`src/rtl/cfg_pkg.sv`:
```
// rtl/cfg_pkg.sv - shared types and defaults for the serial configuration loader
package cfg_pkg;

    typedef enum logic [2:0] {
        HUNT,
        ADDR,
        DATA,
        PAR,
        WRITE,
        DONE
    } cfg_state_t;

    localparam logic [7:0] TILE_BASE       = 8'd0;
    localparam logic [7:0] SB_BASE         = 8'd8;
    localparam int         SB_COUNT        = 7;

    localparam logic [7:0] SYNC_DEF        = 8'hA5;
    localparam logic [7:0] END_ADDR_DEF    = 8'hFF;
    localparam int         NUM_TARGETS_DEF = int'(SB_BASE) + SB_COUNT;
    localparam int         FRAME_W_DEF     = 33;

    function automatic logic addr_in_map(input logic [7:0] a, input logic [7:0] n);
        return (a - TILE_BASE) < n;
    endfunction

endpackage

```
`src/rtl/cfg_loader_if.sv`:
```
// rtl/cfg_loader_if.sv - bit-serial input and configuration write bus of the loader
interface cfg_loader_if #(
    parameter int FRAME_W = 33
);
    logic               cfg_din;
    logic               cfg_valid;
    logic               cfg_ready;
    logic               cfg_we;
    logic [7:0]         cfg_addr;
    logic [FRAME_W-1:0] cfg_data;
    logic               cfg_done;
    logic               cfg_err;
    logic [7:0]         frame_cnt;

    modport master (
        output cfg_din, cfg_valid,
        input  cfg_ready, cfg_we, cfg_addr, cfg_data, cfg_done, cfg_err, frame_cnt
    );

    modport slave (
        input  cfg_din, cfg_valid,
        output cfg_ready, cfg_we, cfg_addr, cfg_data, cfg_done, cfg_err, frame_cnt
    );
endinterface

```
`src/rtl/cfg_shift_field.sv`:
```
// rtl/cfg_shift_field.sv - clearable MSB-first shift register with an accepted-bit counter
module cfg_shift_field #(
    parameter int W  = 8,
    parameter int CW = 3
) (
    input  logic          clock,
    input  logic          reset,
    input  logic          i_clear,
    input  logic          i_shift,
    input  logic          i_din,
    output logic [W-1:0]  o_value,
    output logic [W-1:0]  o_next,
    output logic [CW-1:0] o_count
);
    logic [W-1:0]  r_value;
    logic [CW-1:0] r_count;

    assign o_next  = {r_value[W-2:0], i_din};
    assign o_value = r_value;
    assign o_count = r_count;

    always_ff @(posedge clock or posedge reset) begin
        if (reset) begin
            r_value <= '0;
            r_count <= '0;
        end else if (i_clear) begin
            r_value <= '0;
            r_count <= '0;
        end else if (i_shift) begin
            r_value <= o_next;
            r_count <= r_count + 1'b1;
        end
    end
endmodule

```
`src/rtl/cfg_loader.sv`:
```
// rtl/cfg_loader.sv - frames a sync/addr/data/parity bitstream into addressed config writes
module cfg_loader
    import cfg_pkg::*;
#(
    parameter logic [7:0] SYNC        = SYNC_DEF,
    parameter logic [7:0] END_ADDR    = END_ADDR_DEF,
    parameter int         NUM_TARGETS = NUM_TARGETS_DEF,
    parameter int         FRAME_W     = FRAME_W_DEF
) (
    input  logic         clock,
    input  logic         reset,
    cfg_loader_if.slave  bus
);
    localparam int DCW = $clog2(FRAME_W);

    cfg_state_t         r_state, w_next;
    logic [7:0]         r_addr;
    logic [FRAME_W-1:0] r_data;
    logic               r_err;
    logic [7:0]         r_cnt;

    logic               w_ready, w_xfer;
    logic               w_sh_hunt, w_sh_addr, w_sh_data;
    logic               w_clr_hunt, w_clr_addr, w_clr_data;
    logic               w_load, w_set_err, w_par;
    logic [7:0]         w_hunt_next, w_addr, w_addr_next_unused, w_hunt_unused;
    logic [2:0]         w_addr_cnt, w_hunt_cnt_unused;
    logic [FRAME_W-1:0] w_data, w_data_next_unused;
    logic [DCW-1:0]     w_data_cnt;

    assign w_ready    = (r_state == HUNT) || (r_state == ADDR) ||
                        (r_state == DATA) || (r_state == PAR);
    assign w_xfer     = bus.cfg_valid & w_ready;
    // Holding the hunt reg cleared outside HUNT stops a sync pattern straddling the last frame.
    assign w_clr_hunt = (r_state != HUNT);
    assign w_par      = ^{w_addr, w_data, bus.cfg_din};

    cfg_shift_field #(.W(8), .CW(3)) u_hunt (
        .clock   (clock),
        .reset   (reset),
        .i_clear (w_clr_hunt),
        .i_shift (w_sh_hunt),
        .i_din   (bus.cfg_din),
        .o_value (w_hunt_unused),
        .o_next  (w_hunt_next),
        .o_count (w_hunt_cnt_unused)
    );

    cfg_shift_field #(.W(8), .CW(3)) u_addr (
        .clock   (clock),
        .reset   (reset),
        .i_clear (w_clr_addr),
        .i_shift (w_sh_addr),
        .i_din   (bus.cfg_din),
        .o_value (w_addr),
        .o_next  (w_addr_next_unused),
        .o_count (w_addr_cnt)
    );

    cfg_shift_field #(.W(FRAME_W), .CW(DCW)) u_data (
        .clock   (clock),
        .reset   (reset),
        .i_clear (w_clr_data),
        .i_shift (w_sh_data),
        .i_din   (bus.cfg_din),
        .o_value (w_data),
        .o_next  (w_data_next_unused),
        .o_count (w_data_cnt)
    );

    always_comb begin
        w_next     = r_state;
        w_sh_hunt  = 1'b0;
        w_sh_addr  = 1'b0;
        w_sh_data  = 1'b0;
        w_clr_addr = 1'b0;
        w_clr_data = 1'b0;
        w_load     = 1'b0;
        w_set_err  = 1'b0;
        case (r_state)
            HUNT: if (w_xfer) begin
                w_sh_hunt = 1'b1;
                if (w_hunt_next == SYNC) begin
                    w_next     = ADDR;
                    w_clr_addr = 1'b1;
                end
            end
            ADDR: if (w_xfer) begin
                w_sh_addr = 1'b1;
                if (w_addr_cnt == 3'd7) begin
                    w_next     = DATA;
                    w_clr_data = 1'b1;
                end
            end
            DATA: if (w_xfer) begin
                w_sh_data = 1'b1;
                if (w_data_cnt == DCW'(FRAME_W - 1)) w_next = PAR;
            end
            PAR: if (w_xfer) begin
                if (w_par) begin
                    w_set_err = 1'b1;
                    w_next    = HUNT;
                end else if (w_addr == END_ADDR) begin
                    w_next = DONE;
                end else if (!addr_in_map(w_addr, NUM_TARGETS[7:0])) begin
                    w_set_err = 1'b1;
                    w_next    = HUNT;
                end else begin
                    w_load = 1'b1;
                    w_next = WRITE;
                end
            end
            WRITE:   w_next = HUNT;
            DONE:    w_next = DONE;
            default: w_next = HUNT;
        endcase
    end

    // Outputs load on entry to WRITE so they are already valid while the strobe is high.
    always_ff @(posedge clock or posedge reset) begin
        if (reset) begin
            r_state <= HUNT;
            r_addr  <= '0;
            r_data  <= '0;
            r_err   <= 1'b0;
            r_cnt   <= '0;
        end else begin
            r_state <= w_next;
            if (w_set_err) r_err <= 1'b1;
            if (w_load) begin
                r_addr <= w_addr;
                r_data <= w_data;
                if (r_cnt != 8'hFF) r_cnt <= r_cnt + 1'b1;
            end
        end
    end

    assign bus.cfg_ready = w_ready;
    assign bus.cfg_we    = (r_state == WRITE);
    assign bus.cfg_done  = (r_state == DONE);
    assign bus.cfg_addr  = r_addr;
    assign bus.cfg_data  = r_data;
    assign bus.cfg_err   = r_err;
    assign bus.frame_cnt = r_cnt;
endmodule

```
`src/flat_wrapper.sv`:
```
// flat-port wrapper written by rule: the top's interface ports become plain ports
module cfg_loader_flat import cfg_pkg::*;
#(
    parameter logic [7:0] SYNC        = SYNC_DEF,
    parameter logic [7:0] END_ADDR    = END_ADDR_DEF,
    parameter int         NUM_TARGETS = NUM_TARGETS_DEF,
    parameter int         FRAME_W     = FRAME_W_DEF
)
  (clock, reset, bus_cfg_din, bus_cfg_valid, bus_cfg_ready, bus_cfg_we, bus_cfg_addr, bus_cfg_data, bus_cfg_done, bus_cfg_err, bus_frame_cnt);
  cfg_loader_if #(.FRAME_W(FRAME_W)) bus_i ();
  input  logic clock;
  input  logic reset;
  input wire logic [$bits(bus_i.cfg_din)-1:0] bus_cfg_din;
  input wire logic [$bits(bus_i.cfg_valid)-1:0] bus_cfg_valid;
  output wire logic [$bits(bus_i.cfg_ready)-1:0] bus_cfg_ready;
  output wire logic [$bits(bus_i.cfg_we)-1:0] bus_cfg_we;
  output wire logic [$bits(bus_i.cfg_addr)-1:0] bus_cfg_addr;
  output wire logic [$bits(bus_i.cfg_data)-1:0] bus_cfg_data;
  output wire logic [$bits(bus_i.cfg_done)-1:0] bus_cfg_done;
  output wire logic [$bits(bus_i.cfg_err)-1:0] bus_cfg_err;
  output wire logic [$bits(bus_i.frame_cnt)-1:0] bus_frame_cnt;
  assign bus_i.cfg_din = bus_cfg_din;
  assign bus_i.cfg_valid = bus_cfg_valid;
  assign bus_cfg_ready = bus_i.cfg_ready;
  assign bus_cfg_we = bus_i.cfg_we;
  assign bus_cfg_addr = bus_i.cfg_addr;
  assign bus_cfg_data = bus_i.cfg_data;
  assign bus_cfg_done = bus_i.cfg_done;
  assign bus_cfg_err = bus_i.cfg_err;
  assign bus_frame_cnt = bus_i.frame_cnt;
  cfg_loader #(.SYNC(SYNC), .END_ADDR(END_ADDR), .NUM_TARGETS(NUM_TARGETS), .FRAME_W(FRAME_W)) u_core (.clock(clock), .reset(reset), .bus(bus_i));
endmodule
```
`config.mk`:
```
export PLATFORM = sky130hd
export DESIGN_NAME = cfg_loader_flat
export DESIGN_NICKNAME = d
export VERILOG_FILES = /design/src/rtl/cfg_pkg.sv /design/src/rtl/cfg_loader_if.sv /design/src/rtl/cfg_shift_field.sv /design/src/rtl/cfg_loader.sv /design/src/flat_wrapper.sv
export SDC_FILE = /design/constraint.sdc
export NUM_CORES = 1
export LEC_CHECK = 0
export CAP_MARGIN = 20
export CORE_UTILIZATION = 51
export CTS_CLUSTER_SIZE = 16
export DETAILED_ROUTE_END_ITERATION = 8
export GPL_TIMING_DRIVEN = 1
export MAX_ROUTING_LAYER = met4
export PLACE_DENSITY = 0.73
export SYNTH_ARGS = -nofsm -noshare
export SYNTH_HDL_FRONTEND = slang
export SYNTH_SLANG_ARGS = --single-unit
```
`constraint.sdc`:
```
create_clock -name clock -period 3.8 [get_ports clock]
set_input_delay 0.95 -clock clock [delete_from_list [all_inputs] [get_ports clock]]
set_output_delay 0.95 -clock clock [all_outputs]
set_load 0.05 [all_outputs]
```
==> results of run 1 <==
## cells in the final DEF, fill, tap and decap left out, types with 7 or more instances in the layout
cell / count
a21oi_1: 45
buf_4: 12
clkbuf_8: 9
clkdlybuf4s50_1: 56
dfrtp_1: 110
ha_1: 12
inv_1: 11
mux2_1: 40
mux2i_1: 7
nand2_1: 96
nand3_1: 10
nor2_1: 17
xnor2_1: 38
xor2_1: 10
## cell families after synthesis
kind of cell | after synthesis
simple gates | 147
flops | 110
compound gates | 56
xor+xnor | 49
mux | 49
buf+inv | 35
fa+ha+maj | 12
## through the flow
stage / hold WS, ps / area, µm²
4_1_cts: 499.1 / 5901
2_1_floorplan: 474.0 / 4992
3_5_place_dp: 473.8 / 5728
6_report: 492.3 / 5901
5_1_grt: 515.9 / 5901
3_3_place_gp: 470.4 / 5728
## layout make-up
cell class | count | area (µm²) | share of cell area (%)
Tap cell | 129 | 161.4 | 2.735
Clock buffer | 9 | 123.9 | 2.099
Timing Repair Buffer | 70 | 690.7 | 11.70
Inverter | 12 | 48.80 | 0.8270
Multi-Input combinational cell | 313 | 2074 | 35.16
Clock inverter | 6 | 48.80 | 0.8270
Sequential cell | 110 | 2753 | 46.65
## flip-flops by register name (all words and copies together) (netlist names)
name                   cells
u_core.bus.cfg_addr        8
u_core.bus.cfg_data       33
u_core.bus.cfg_err         1
u_core.bus.frame_cnt       8
u_core.r_state             3
u_core.u_addr.o_count      3
u_core.u_addr.o_value      8
u_core.u_data.o_count      6
u_core.u_data.o_value     33
u_core.u_hunt.o_value      7
## worst max path at each step
stage / slack, ps / start / cells after the start / to
4_1_cts: 540 / u_core.r_state[0] / 4 / bus_cfg_done
6_report: 530 / u_core.r_state[0] / 4 / bus_cfg_done
5_1_grt: 450 / u_core.r_state[0] / 4 / bus_cfg_done
3_5_place_dp: 570 / bus_cfg_valid / 7 / u_core.bus.cfg_data[26]
3_3_place_gp: 570 / bus_cfg_din / 9 / u_core.bus.cfg_data[31]
2_1_floorplan: 1070 / u_core.r_state[2] / 2 / bus_cfg_we
## per-layer routing
| metal | GRT usage, % | part of all wire, % |
|---|---|---|
| met3 | 3.745 | 2.8 |
| met4 | 7.135 | 1.9 |
| met5 | - | 0 |
| met2 | 31.51 | 46 |
| met1 | 29.57 | 49 |
## power by group through the flow
stage	registers (W)	clock network [W]	logic, W
after global placement	0.00132	0	0.000340
after CTS	0.00130	0.000656	0.000349
after floorplan	0.00130	0	0.000266
final	0.00130	0.000643	0.000341
after detailed placement	0.00132	0	0.000347
after global routing	0.00131	0.000703	0.000398
==> impl_results.md, run 1 <==
- Share of cells above drive strength 1: 6.923%
- # diodes: 0
- Die area: between 10000 and 15000 µm²
- Area Overhead vs Synth: 18.28%
- CTS tree: yes
- DR vias/cell: between 5 and 6
- Period utilisation layout: 86.17%
- Static Leak: 2.729 nW
- Total power: 0.002283 W
- Cts bufs inserted: 9
- Post-Synth Adder-Cell Area: 3.010%
- Synth top cells by count: 110 x dfrtp_1, 96 x nand2_1, 45 x a21oi_1, 40 x mux2_1, 38 x xnor2_1
- Syn Nets: ~470
- Core Area: about 9400 µm²
- Largest net degree at the start of global routing: 50
- First-pass iteration count of the detailed router: 4
- Yosys reg bits: 110
- Final hold violation count: 0
- Rel. slew slack: a little under three fifths
- Synth cell types: 37
- Slew @ Worst Pin: 635.7 ps
- Max stage delay cell, worst path: clkdlybuf4s50_1
- # hold bufs at CTS: 0
- Clock power frac: 28.2%
- # H-tree levels: 3
- Synthesized area: 4989 µm²
- Slew Limit Fails: 0
- Detailed Route WL: ~9400 µm
- Largest family of logic cells by synthesized area: simple AND/OR/NAND/NOR gates
- EDFF count, synth: 0
- Dpl ws: between 500 and 600 ps
- Hold Path Origin: u_core.bus.cfg_data[15]
- Status: complete, no violations
- Class of the worst hold path: flop to flop
- Port bufs: 56
- Top cells by area, synth: dfrtp_1 55%, mux2_1 9.0%, nand2_1 7.2%
- CP Capture Type: output port
- Worst Slack Setup Final: 525.6 ps
- Placed Instances: 634
- XOR/XNOR share of the synthesized area: 8.879%
- Ys flop type: dfrtp_1
- Avg WL per Cell: 14.53 µm
- Setup CP Type: flop to output port
- Worst Clk Skew: 13.04 ps
- Crit start category: flop
- Fin util: ~63%
- Crit path max-delay family: buffers and inverters
- Sw Ratio: 28.44%
- Clock sinks: between 100 and 150
- Reg2reg path depth: 10
- Peak VDD IR: about 0.18 mV
- Die X: 100.9 µm
- CP arrival: 2320 ps
- Simple-gate portion of the synthesized area: 12.64%
- Die Height: 100.9 µm
- PostCTS Resize Cnt: 0
- Fmax: 305.4 MHz
- Critical path buffers and inverters: 3
- CP Max Fanout: 12
- Cell-internal power: 0.001634 W
- CTS Root Buffer Type: clkbuf_8
- Reg clk slew, reported paths: 110 ps
- Standard-cell rows: 35
- Average cell area after synthesis: approximately 11 µm²
- Final GP Congestion: 0.9037
- Antenna violations before repair: 0
- Required time of the critical path: 2850 ps
- Ports: 57
- Compound-cell area share of the yosys netlist: 5.969%
- Yosys warns: 0
- Post-route ant nets: 0
- Buffers inserted by post-CTS timing repair: 0
- Unrepaired setup endpoints after global routing: false
- Vias after detailed routing: 3380
- First-pass GRT wire length: 16260 µm
- Hold depth: 1
- Synth area leader: dfrtp_1
- Multiplexer area fraction after synthesis: 10.89%
- Crit Reg-Reg Startpoint: u_core.u_addr.o_value[4]
- HPWL Detailed: 6457 µm
- Share of the synthesized area in the top cell type: 55.18%
- Clk Latency, worst-skew pair: approximately 370 ps
- Post-route non-filler standard cell count: 649
- Mapped Cells: between 400 and 500
- Ys async rst share: 100.0%
- Pwr/cell area: 387.0 nW/µm²
- Fillers: ~770
- Total negative setup slack: 0 ps
- Tmin final: between 3000 and 4000 ps
- Initial Util: 53.23%
- Sequential share of power: between 50% and 60%
- Sequential-to-total area share from yosys stat: 55.18%
- Cell with the most instances after synthesis: dfrtp_1
- Critical Path Most Common Cell: inv_1
- Clock Path Buffers: 2
- R2r endpoint: u_core.bus.cfg_data[26]
- Grt total ovfl: 0
- Final setup viols: 0
- Reg-to-reg slack, setup: 870 ps
- Crit-path cells: inv_1 -> or3_1 -> inv_1 -> clkdlybuf4s50_1
- All-layer global routing usage: about a fifth
- Psw: 0.0006494 W
- CP max stage delay: 790 ps
- Nets: 532
- Vias in the first global route: 3353
- Initial DRC Count: 169
- Comb pwr share: 14.9%
- Hold EP: u_core.bus.cfg_data[15]
- DRC Markers: 0
- Max-cap violations: 0
No activity file was read; power rests on OpenSTA's default activity.
==> run 2: changes to the inputs <==
--- a/config.mk
+++ b/config.mk
@@ -12,6 +12,7 @@
 export GPL_TIMING_DRIVEN = 1
 export MAX_ROUTING_LAYER = met4
 export PLACE_DENSITY = 0.73
+export SLEW_MARGIN = 20
 export SYNTH_ARGS = -nofsm -noshare
 export SYNTH_HDL_FRONTEND = slang
 export SYNTH_SLANG_ARGS = --single-unit
==> results of run 2 <==
Same layout as run 1: the final DEF is identical, and so are final timing and power.
==> run 3: changes to the inputs <==
--- a/config.mk
+++ b/config.mk
@@ -5,13 +5,14 @@
 export SDC_FILE = /design/constraint.sdc
 export NUM_CORES = 1
 export LEC_CHECK = 0
+export ABC_AREA = 1
 export CAP_MARGIN = 20
-export CORE_UTILIZATION = 51
+export CORE_UTILIZATION = 52
 export CTS_CLUSTER_SIZE = 16
 export DETAILED_ROUTE_END_ITERATION = 8
 export GPL_TIMING_DRIVEN = 1
 export MAX_ROUTING_LAYER = met4
-export PLACE_DENSITY = 0.73
+export PLACE_DENSITY = 0.74
 export SLEW_MARGIN = 20
 export SYNTH_ARGS = -nofsm -noshare
 export SYNTH_HDL_FRONTEND = slang
==> impl_results.md, run 3 <==
- Status: complete, no violations
- M2 GR Usage: 33.65%
- Yosys warns: 0
- Required time of the critical path: 2850 ps
- CP Max Fanout: 4
- # H-tree levels: 3
- PostCTS Resize Cnt: 0
- CTS Root Buffer Type: clkbuf_8
- GR met3 Demand/Resource: 4.453%
- Placed Area: 6207 µm²
- Fin util: 61.79%
- DRC Markers: 0
- Area Overhead vs Synth: 14.82%
- Ys async rst share: 100.0%
- Reg clk slew, reported paths: ~90 ps
- Standard-cell rows: 37
- Placed Instances: 831
- Most frequent cells in the layout: 202 x nand2_1, 110 x dfrtp_1, 72 x inv_1
- Clock sinks: 110
- Synthesized area: 5580 µm²
- Die Height: 105.6 µm
- Largest net degree at the start of global routing: 82
- Clk Latency, worst-skew pair: 380 ps
- Setup CP Type: flop to output port
- CTS tree: yes
- Slew Limit Fails: 0
- Commonest non-fill, non-tap cell in the layout: nand2_1
- Clock Path Buffers: 2
- Top cells by area, synth: dfrtp_1 49%, nand2_1 14%, o21ai_2 5.8%
- Post-route ant nets: 0
- Share of the synthesized area in the top cell type: about half
- Cts bufs inserted: 9
- Rel. slew slack: between 30% and 40%
- EDFF count, synth: 0
- Hold depth: 2
- First-pass GRT wire length: roughly 18000 µm
- DR vias/cell: 5.117
- Die X: 105.6 µm
- Post-route design area: roughly 6400 µm²
- Grt total ovfl: 0
- Fmax: around 340 MHz
- Reg2reg path depth: 13
- Ports: 57
- Period utilisation layout: between 70% and 80%
- HPWL Detailed: roughly 7300 µm
- Max-cap violations: 0
- Fillers: 940
- Cell with the most instances after synthesis: nand2_1
- Final GP Congestion: 0.8382
- Ys flop type: dfrtp_1
- Yosys reg bits: 110
- First-pass iteration count of the detailed router: 4
- Mapped Cells: 657
- All-layer global routing usage: 21.15%
- Vias after detailed routing: ~4300
- Initial Util: 53.81%
- Slew @ Worst Pin: roughly 940 ps
- CP arrival: 2000 ps
- Port bufs: 56
- Tmin final: about 2900 ps
- Worst Clk Skew: approximately 16 ps
- Detailed Route WL: ~11000 µm
- Total negative setup slack: 0 ps
- Grt peak-use layer: met2
- Average cell area after synthesis: 8.494 µm²
- Post-route non-filler standard cell count: 847
- Vias in the first global route: 4107
- Avg WL per Cell: 12.43 µm
- Final setup viols: 0
- Unrepaired setup endpoints after global routing: false
- Class of the worst hold path: flop to flop
- Synth area leader: dfrtp_1
- # diodes: 0
- Share of cells above drive strength 1: 11.25%
- Die area: 11150 µm²
- Syn Nets: 673
- CP Capture Type: output port
- Core Area: approximately 10000 µm²
- Buffers inserted by post-CTS timing repair: 0
- Antenna violations before repair: 0
- Synth cell types: 29
- Synth top cells by count: 202 x nand2_1, 110 x dfrtp_1, 73 x inv_1, 39 x o21ai_0, 37 x o21ai_2
- Sequential-to-total area share from yosys stat: 49.33%
- Initial DRC Count: about 190
- # hold bufs at CTS: 0
- GR Util met1: 26.98%
- Final hold violation count: 0
- Crit start category: flop
- Nets: about 720
## run 3: cells by family after synthesis
family                   synth area share [%]
AND/OR/NAND/NOR                         20.72
flip-flops                              49.33
adder cells (fa/ha/maj)                 2.691
AO/OA/AOI/OAI                           14.87
buffers and inverters                   8.632
XOR/XNOR                                3.767
## run 3: critical path: stages (launching register included)
cell	delay, ps
dfrtp_1	410
inv_1	70
nor2_1	120
inv_1	80
nor2_1	120
clkdlybuf4s50_1	820
## run 3: through the flow
step	hold WS, ps	worst slack, ps
floorplan	472.7	1399
global placement	450.1	594.4
detailed placement	458.0	517.6
CTS	480.2	829.6
global route	513.4	636.4
finish	475.0	850.8
## run 3: area by class of cell
class	instances	area [µm²]	area share, %
Multi-Input combinational cell	441	2346	36.61
Clock buffer	12	155.1	2.421
Inverter	83	315.3	4.921
Tap cell	136	170.2	2.656
Sequential cell	110	2753	42.96
Timing Repair Buffer	61	623.1	9.725
Clock inverter	4	45.04	0.7030
## run 3: path summary, 6_finish.rpt
| path | start | endpoint | slack [ps] |
|---|---|---|---|
| max in group asynchronous | reset | u_core.u_data.o_value[14] | 2020 |
| min in group asynchronous | reset | u_core.u_data.o_value[27] | 1110 |
| min reg2reg | u_core.bus.cfg_err | u_core.bus.cfg_err | 480 |
| max reg2reg | u_core.u_addr.o_value[5] | u_core.bus.cfg_data[14] | 1170 |
| max | u_core.r_state[0] | bus_cfg_done | 850 |
| min | u_core.bus.cfg_err | u_core.bus.cfg_err | 480 |
## run 3: routing by layer
layer | up-vias | share of wire [%] | wire length [µm]
li1 | 2205 | - | -
met1 | 2033 | 48 | 5050
met2 | 77 | 47 | 4974
met3 | 19 | 3.2 | 332
met4 | 0 | 1.6 | 172
met5 | - | 0 | 0
Power of run 3 is left out: the tool's default activity adds up to more than one toggle a clock period on the data nets, which glitch-free logic cannot reach.
